[src/rtl/fpu_pkg.sv]
// Shared FPU constants and helpers for the fdiv mantissa datapath.
package fpu_pkg;

   localparam int FPU_MANT_W = 24;
   localparam int FPU_QUO_W  = 26;

   // Number of pipeline stages needed to resolve quo_w bits at bps bits per stage (ceiling).
   function automatic int fdiv_nstage(input int quo_w, input int bps);
      return (quo_w + bps - 1) / bps;
   endfunction

endpackage

[src/rtl/fdiv_mantissa_stage.sv]
// Combinational slice of the restoring mantissa divider: ITER iterations on {rem,quo,div}.
// A zero divisor forces every resolved quotient bit to 1 (all-ones quotient).
module fdiv_mantissa_stage
#(
   parameter int MANT_W = 24,
   parameter int QUO_W  = 26,
   parameter int ITER   = 3
)
(
   input  logic [MANT_W+1:0] rem_i,
   input  logic [QUO_W-1:0]  quo_i,
   input  logic [MANT_W-1:0] div_i,
   output logic [MANT_W+1:0] rem_o,
   output logic [QUO_W-1:0]  quo_o
);

   logic [MANT_W+1:0] rem_v;
   logic [MANT_W+1:0] diff_v;
   logic [MANT_W+1:0] div_ext_v;
   logic [QUO_W-1:0]  quo_v;
   logic              div_zero_v;

   // Unrolled restoring iterations: trial subtract, keep on non-negative, shift.
   always_comb begin
      rem_v      = rem_i;
      quo_v      = quo_i;
      div_ext_v  = {2'b00, div_i};
      div_zero_v = (div_i == {MANT_W{1'b0}});
      diff_v     = {(MANT_W+2){1'b0}};
      for (int i = 0; i < ITER; i++) begin
         diff_v = rem_v - div_ext_v;
         quo_v  = quo_v << 1;
         if (!diff_v[MANT_W+1] || div_zero_v) begin
            rem_v    = diff_v;
            quo_v[0] = 1'b1;
         end else begin
            quo_v[0] = 1'b0;
         end
         rem_v = rem_v << 1;
      end
      rem_o = rem_v;
      quo_o = quo_v;
   end

endmodule

[src/rtl/fdiv_mantissa_pipe.sv]
// Pipelined restoring divider for normalised FP mantissas with valid/ready backpressure
// and a tag sideband. Optional sticky output enabled by defining FDIV_MANT_STICKY_EN.
// One input register followed by NSTAGE compute registers; a single global advance
// signal stalls the whole pipe when the output is held.
module fdiv_mantissa_pipe
   import fpu_pkg::*;
#(
   parameter int MANT_W = FPU_MANT_W,
   parameter int QUO_W  = FPU_QUO_W,
   parameter int BPS    = 3,
   parameter int TAG_W  = 8
)
(
   input  logic              clk,
   input  logic              rst_n,
   input  logic              in_valid,
   output logic              in_ready,
   input  logic [MANT_W-1:0] dividend,
   input  logic [MANT_W-1:0] divisor,
   input  logic [TAG_W-1:0]  in_tag,
   output logic              out_valid,
   input  logic              out_ready,
   output logic [QUO_W-1:0]  quotient,
   output logic [TAG_W-1:0]  out_tag,
   output logic              sticky
);

   localparam int NSTAGE     = fdiv_nstage(QUO_W, BPS);
   localparam int FIRST_ITER = QUO_W - (NSTAGE - 1) * BPS;
   localparam int REM_W      = MANT_W + 2;

   logic                           adv_s;
   logic [REM_W-1:0]               rem_q [0:NSTAGE-1];
   logic [MANT_W-1:0]              div_q [0:NSTAGE-1];
   logic [QUO_W-1:0]               quo_q [0:NSTAGE];
   logic [TAG_W-1:0]               tag_q [0:NSTAGE];
   logic [NSTAGE:0]                val_q;
   logic [NSTAGE-1:0][REM_W-1:0]   rem_s;
   logic [NSTAGE-1:0][QUO_W-1:0]   quo_s;

   assign adv_s    = (~val_q[NSTAGE]) | out_ready;
   assign in_ready = adv_s;

   // Stage 0 absorbs the remainder bits so every later stage resolves exactly BPS bits.
   for (genvar g = 0; g < NSTAGE; g++) begin : g_stage
      localparam int ITER = (g == 0) ? FIRST_ITER : BPS;
      fdiv_mantissa_stage #(
         .MANT_W (MANT_W),
         .QUO_W  (QUO_W),
         .ITER   (ITER)
      ) u_stage (
         .rem_i  (rem_q[g]),
         .quo_i  (quo_q[g]),
         .div_i  (div_q[g]),
         .rem_o  (rem_s[g]),
         .quo_o  (quo_s[g])
      );
   end

   // Pipeline registers: load the input beat and shift every stage when the pipe advances.
   always_ff @(posedge clk or negedge rst_n) begin
      if (!rst_n) begin
         for (int k = 0; k < NSTAGE; k++) begin
            rem_q[k] <= {REM_W{1'b0}};
            div_q[k] <= {MANT_W{1'b0}};
         end
         for (int k = 0; k <= NSTAGE; k++) begin
            quo_q[k] <= {QUO_W{1'b0}};
            tag_q[k] <= {TAG_W{1'b0}};
         end
         val_q <= {(NSTAGE+1){1'b0}};
      end else if (adv_s) begin
         rem_q[0] <= {2'b00, dividend};
         quo_q[0] <= {QUO_W{1'b0}};
         div_q[0] <= divisor;
         tag_q[0] <= in_tag;
         val_q[0] <= in_valid;
         for (int k = 1; k < NSTAGE; k++) begin
            rem_q[k] <= rem_s[k-1];
            div_q[k] <= div_q[k-1];
         end
         for (int k = 1; k <= NSTAGE; k++) begin
            quo_q[k] <= quo_s[k-1];
            tag_q[k] <= tag_q[k-1];
            val_q[k] <= val_q[k-1];
         end
      end
   end

   assign out_valid = val_q[NSTAGE];
   assign quotient  = quo_q[NSTAGE];
   assign out_tag   = tag_q[NSTAGE];

`ifdef FDIV_MANT_STICKY_EN
   logic sticky_q;

   // Sticky flag: OR of the final remainder, registered in step with the quotient.
   always_ff @(posedge clk or negedge rst_n) begin
      if (!rst_n) begin
         sticky_q <= 1'b0;
      end else if (adv_s) begin
         sticky_q <= |rem_s[NSTAGE-1];
      end
   end

   assign sticky = sticky_q;
`else
   logic unused_rem_s;

   assign unused_rem_s = ^rem_s[NSTAGE-1];
   assign sticky       = 1'b0;
`endif

endmodule
[config.mk]
export PLATFORM = sky130hd
export DESIGN_NAME = fdiv_mantissa_pipe
export DESIGN_NICKNAME = d
export VERILOG_FILES = /design/src/rtl/fpu_pkg.sv /design/src/rtl/fdiv_mantissa_stage.sv /design/src/rtl/fdiv_mantissa_pipe.sv
export SDC_FILE = /design/constraint.sdc
export NUM_CORES = 2
export LEC_CHECK = 0
export ABC_AREA = 1
export BUFFER_PORTS_ARGS = -buffer_cell sky130_fd_sc_hd__buf_2
export CAP_MARGIN = 30
export CORE_ASPECT_RATIO = 0.9
export CORE_MARGIN = 3
export CORE_UTILIZATION = 50
export CTS_BUF_LIST = sky130_fd_sc_hd__clkbuf_4 sky130_fd_sc_hd__clkbuf_8 sky130_fd_sc_hd__clkbuf_16
export CTS_CLUSTER_DIAMETER = 60
export CTS_CLUSTER_SIZE = 24
export DETAILED_ROUTE_END_ITERATION = 12
export GPL_ROUTABILITY_DRIVEN = 0
export GPL_TIMING_DRIVEN = 0
export HOLD_SLACK_MARGIN = 0.08
export PLACE_DENSITY = 0.71
export SLEW_MARGIN = 5
export SYNTH_ARGS = -nofsm -noshare
export SYNTH_HDL_FRONTEND = slang
export SYNTH_SLANG_ARGS = --single-unit
export TNS_END_PERCENT = 50
[constraint.sdc]
create_clock -name clk -period 10.8 [get_ports clk]
set_input_delay 0 -clock clk [delete_from_list [all_inputs] [get_ports clk]]
set_output_delay 0 -clock clk [all_outputs]
set_load 0.03 [all_outputs]
=== Word level (Yosys, flattened, before mapping) ===
Index checks and enable logic that the tools add are counted.
W data, S select, Z words.

* Div/mod/pow operators: 0
* Bitwise logic cells: 2
* $add $sub $neg: 26
* Shift operators: 0
* Magnitude comparators: 0
* Equal/unequal tests: 0
* Muxes and demuxes: 51
* Multiply operators: 0
* Reduce and logical (&&, ||, !) cells: 61

{| class="wikitable"
|+ Operator list
! kind !! count
|-
| $sub A26 B24 Y26 || 25
|-
| $mux W25 || 25
|-
| $logic_not A24 Y1 || 9
|-
| $logic_not A1 Y1 || 26
|-
| $logic_or A1 B1 Y1 || 26
|-
| $mux W1 || 26
|-
| $sub A24 B24 Y25 || 1
|-
| $not A1 Y1 || 1
|-
| $or A1 B1 Y1 || 1
|}

* Bits of input ports: 60
* Memories kept: 0
* Bits in registers: 656
* Word-level logic and storage cells: 178
* Memory bits (writable): 0
* Bits in latches: 0
* Output and inout port bits: 37
* Bits in read-only memories: 0

=== Depth between registers and ports, before layout ===
* Word-level depth: 12
* Depth in mapped cells: 53
* Mapped depth without buffers: 50

=== By module ===
A second synthesis with hierarchy kept.

* Cell total of the unflattened synthesis: 11089
* Area, all modules: 74935.6 um^2

{| class="wikitable"
|+ By module, submodules not included
! module !! instances !! sequential area each (um^2) !! cells each !! area each (um^2)
|-
| fdiv_mantissa_pipe || 1 || 19318.5 || 3381 || 30565.6
|-
| fdiv_mantissa_stage (g_stage[4].u_stage ...) || 4 || 0.0 || 889 || 5154.9
|-
| fdiv_mantissa_stage (g_stage[3].u_stage) || 1 || 0.0 || 885 || 5051.1
|-
| fdiv_mantissa_stage (g_stage[2].u_stage) || 1 || 0.0 || 866 || 4957.3
|-
| fdiv_mantissa_stage (g_stage[1].u_stage) || 1 || 0.0 || 854 || 4947.2
|-
| fdiv_mantissa_stage (g_stage[8].u_stage) || 1 || 0.0 || 868 || 4946.0
|-
| fdiv_mantissa_stage (g_stage[0].u_stage) || 1 || 0.0 || 679 || 3848.7
|}

=== Worst setup path before layout ===
No wires, ideal clock.

* Path kind: register -> register
* From: register div_q[168] (netlist bit)
* To: register rem_q[173] (netlist bit)
* Slack: 4.427 ns
* Setup time: 0.118 ns
* Clock period less this slack: 6.373 ns
* Data arrival time: 6.256 ns
* Buffers on the path: 3
* Required time: 10.682 ns
* Cell stages (with the launch flop): 44
* Cells stage by stage: dfrtp_1 -> buf_4 -> inv_4 -> fa_1 -> nand2_1 -> nand2_1 -> o21ai_0 -> o21ai_1 -> a21boi_0 -> o21ai_0 -> a21oi_1 -> xor2_1 -> o21ai_0 -> ha_1 -> nand2_1 -> nor4_1 -> nand3_1 -> nand3_1 -> [... 8 more ...] -> ha_1 -> a21oi_1 -> nand2_1 -> a21oi_1 -> o21bai_1 -> nand3_1 -> nand2_1 -> a21oi_2 -> nor2_1 -> nand2_1 -> o21ai_0 -> a21oi_1 -> nand2_2 -> nand2_4 -> buf_2 -> nand4_1 -> nand3_1 -> nand2_1

* Cells in the longest elaborated chain, start to end: 12
* Elaborated cells between the ends (all ways): 13
* Classes of those cells: add/sub (3); mux (3); reduce/logical (7)

{| class="wikitable"
|+ RTL lines
! what !! line !! source
|-
| start: declaration || fdiv_mantissa_pipe.sv:34 || <nowiki>logic [MANT_W-1:0] div_q [0:NSTAGE-1];</nowiki>
|-
| start signal: indexed assignment || fdiv_mantissa_pipe.sv:65 || <nowiki>div_q[k] <= {MANT_W{1'b0}};</nowiki>
|-
| start signal: indexed assignment || fdiv_mantissa_pipe.sv:80 || <nowiki>div_q[k] <= div_q[k-1];</nowiki>
|-
| $sub A26 B24 Y26 || fdiv_mantissa_stage.sv:31 || <nowiki>diff_v = rem_v - div_ext_v;</nowiki>
|-
| $logic_not A1 Y1 || fdiv_mantissa_stage.sv:33 || <nowiki>if (!diff_v[MANT_W+1] || div_zero_v) begin</nowiki>
|-
| $logic_or A1 B1 Y1 || fdiv_mantissa_stage.sv:33 ||
|-
| $mux W25 || fdiv_mantissa_stage.sv:33 ||
|-
| $sub A26 B24 Y26 || fdiv_mantissa_stage.sv:31 ||
|-
| $logic_not A1 Y1 || fdiv_mantissa_stage.sv:33 ||
|-
| $logic_or A1 B1 Y1 || fdiv_mantissa_stage.sv:33 ||
|-
| $mux W25 || fdiv_mantissa_stage.sv:33 ||
|-
| $sub A26 B24 Y26 || fdiv_mantissa_stage.sv:31 ||
|-
| $logic_not A1 Y1 || fdiv_mantissa_stage.sv:33 ||
|-
| $logic_or A1 B1 Y1 || fdiv_mantissa_stage.sv:33 ||
|-
| $mux W25 (*) || fdiv_mantissa_stage.sv:33 ||
|-
| end signal: indexed assignment || fdiv_mantissa_pipe.sv:64 || <nowiki>rem_q[k] <= {REM_W{1'b0}};</nowiki>
|-
| end signal: indexed assignment || fdiv_mantissa_pipe.sv:79 || <nowiki>rem_q[k] <= rem_s[k-1];</nowiki>
|-
| end: declaration || fdiv_mantissa_pipe.sv:33 || <nowiki>logic [REM_W-1:0] rem_q [0:NSTAGE-1];</nowiki>
|}

Mark *: on every way between the ends. The rest lies on a longest branch, timed or not.
A chain may end at the register's enable or synchronous reset.

=== Worst setup path after layout ===
* From: register div_q[50] (netlist bit)
* To: register rem_q[29] (netlist bit)

The elaborated chain is that of the path after synthesis.

==> summary.txt <==
Outcome
  • Outcome: finished clean

Final layout
  • Fin nets: 10,400
  • Fraction of layout instances using a drive strength above 1: 5.14%
  • Area growth syn-to-layout: 9.97%
  • Most frequent cells in the layout: nand2_1, inv_1, o21ai_0, a21oi_1, dfrtp_1
  • Most common cell after layout, fill and taps aside: nand2_1
  • Final core utilization: between 50% and 60%

Logic synthesis
  • Post-Syn Instances: 9,494
  • Post-synth EDFFs: 0
  • Top cells by area, synth: dfrtp_1, nand2_1, ha_1
  • Sequential share of the synthesized area: 25.9%
  • Synth unique cells: 63
  • Mapped Nets: 10,200
  • Area of the mapped netlist: ~0.063 mm2
  • Async set or reset register ratio after synthesis: 100%
  • Yosys Warn Count: 0
  • Syn Area/Cell: 6.68 um2
  • Synth top area share: between 20 and 30%
  • Synth area leader: dfrtp_1
  • Most used DFF post-synth: dfrtp_1
  • Seq cells post-synth: 656

CTS
  • Hold_buf cts: 114
  • Worst-path clk slew: around 0.08 ns
  • Clk root buf: clkbuf_16
  • Clk Latency, worst-skew pair: 0.71 ns
  • Post-CTS Setup Bufs: 0
  • Post-cts resize count: 0
  • Clk sink count: about 660
  • H-Tree Depth: 2
  • Longest Clk Path Bufs: 3
  • Num CTS Buffers: 58
  • CTS tree: done

Critical path
  • Data arrival, critical path: about 9.8 ns
  • Critical Path Source Type: register
  • R2r setup slk: about 1.6 ns
  • Delay-heaviest family, CP: simple AND/OR/NAND/NOR gates
  • Endpoint class of the critical path: register
  • Slowest CP cell: clkbuf_1
  • Critical path required time: 11.43 ns
  • Slowest stage delay, CP: 0.65 ns
  • WP buf/inv: 6
  • Critical path class: reg -> reg
  • Most used cell, CP: nand2_1
  • CP max FO: 10

STA
  • Setup-failing EPs final: 0
  • Tcrit/Tclk final: 84.7%
  • Max Freq: 109 MHz
  • Final Hold Vio Count: 0
  • Skew final: 0.0385 ns
  • Slew headroom: 27.2%
  • Worst slew pin tran: 1.09 ns
  • Minimum clock period: 9.15 ns
  • Final Max Tran Viols: 0
  • Final WS setup: 1.65 ns
  • RSZ-0062 raised after global routing: false

GRT
  • Pin count of the biggest net entering global routing: between 100 and 150
  • Gr ovfl total: 0
  • First-pass GRT wire length: 327 mm
  • Global Route Usage Sum: 30.9%
  • Antenna violations before repair: 7
  • Vias in the first global route: around 61,000

Placed design
  • Placement Setup Slack: 2.09 ns
  • Post-DP HPWL: 167 mm
  • Port bufs: 95

Die
  • Rows: 123
  • Initial core utilization: 50.5%
  • Die ar.: 0.131 mm2
  • Top Ports: 97
  • Die span in x: 381 um
  • Die H: 344 um
  • Core area: between 0.1 and 0.15 mm2

Routing
  • Post-DR wirelength/cell: between 15 and 20 um
  • Via density: 5.76
  • 1st-iter DRT viols: 6,778
  • Total Wirelength: 210 mm
  • Via Count: 66,400
  • First-pass DRT Iterations: 6
  • DRC: 0
  • DRT antenna net count: 0

Hold path
  • Hold Path Class: in -> reg

Flow run
  • Max-cap violations: 0
==> flip-flops by register name (all words and copies together) (netlist names) <==
name      count
val_q        10
tag_q        72
quotient     26
rem_q       224
out_tag       8
div_q       216
quo_q       100
==> metal layers <==
layer / wire, um / GRT usage (%) / vias to the layer above
met5: 46 / 0 / -
met2: 90700 / 48.4 / 2859
met1: 92600 / 43.4 / 31000
met4: 7220 / 10.3 / 8
met3: 19700 / 5.15 / 452
li1: - / - / 32000
==> area by class of cell <==
type / instances / area (um2)
clock inverter: 46 / 744
inverter: 1038 / 3900
sequential: 656 / 16400
multi-input combinational: 7505 / 41700
tap: 1687 / 2110
antenna: 4 / 10.0
timing repair buffer: 225 / 1940
clock buffer: 63 / 1500
fill: 12100 / 55700
buffer: 295 / 1400
==> worst paths after layout <==
path,endpoint,depth (start not counted),startpoint
max,rem_q[29]$_DFFE_PN0P_,47,div_q[50]$_DFFE_PN0P_
min,tag_q[73]$_DFFE_PN0P_,4,in_tag[1]
max reg2reg,rem_q[29]$_DFFE_PN0P_,47,div_q[50]$_DFFE_PN0P_
min reg2reg,tag_q[22]$_DFFE_PN0P_,2,tag_q[30]$_DFFE_PN0P_
max in group asynchronous,rem_q[225]$_DFFE_PN0P_,6,rst_n
min in group asynchronous,rem_q[90]$_DFFE_PN0P_,4,rst_n
==> per-stage QoR <==
stage	setup TNS (ns)	hold WS, ns	instances	instance area, um2
after floorplan	0	-0.296	9494	63400
after global placement	-2668.57	0.198	11300	66000
after detailed placement	0	-0.0518	11300	66200
after CTS	0	0.0950	11500	69600
after global routing	0	0.112	11500	69700
final	0	0.124	11500	69700
==> synth_stat cells (47+ instances only) <==
cell / instances
a21o_1: 73
a21oi_1: 660
a31oi_1: 49
buf_2: 49
clkbuf_1: 192
dfrtp_1: 656
ha_1: 599
inv_1: 1012
nand2_1: 3002
nand3_1: 514
nand4_1: 231
nor2_1: 442
nor3_1: 84
nor4_1: 47
o21ai_0: 815
o21ai_1: 56
o21bai_1: 70
xnor2_1: 255
xor2_1: 269
==> worst reg2reg max path, delay by kind of cell, from the launching register on <==
kind	cells	cell delay, ns
flip-flops	1	0.39
buffers and inverters	6	1.75
AO/OA/AOI/OAI	9	2.34
adder cells (fa/ha/maj)	3	1.10
AND/OR/NAND/NOR	29	3.53
==> cells by family after synthesis <==
family	share of synthesized area [%]
buffers and inverters	8.35
AND/OR/NAND/NOR	30.1
AO/OA/AOI/OAI	16.1
multiplexers	0.111
XOR/XNOR	7.24
adder cells (fa/ha/maj)	12.1
other	0.00592
flip-flops	25.9
Power is not shown: default switching activity piles up to over one toggle a cycle in this logic, so the estimate is an artifact.
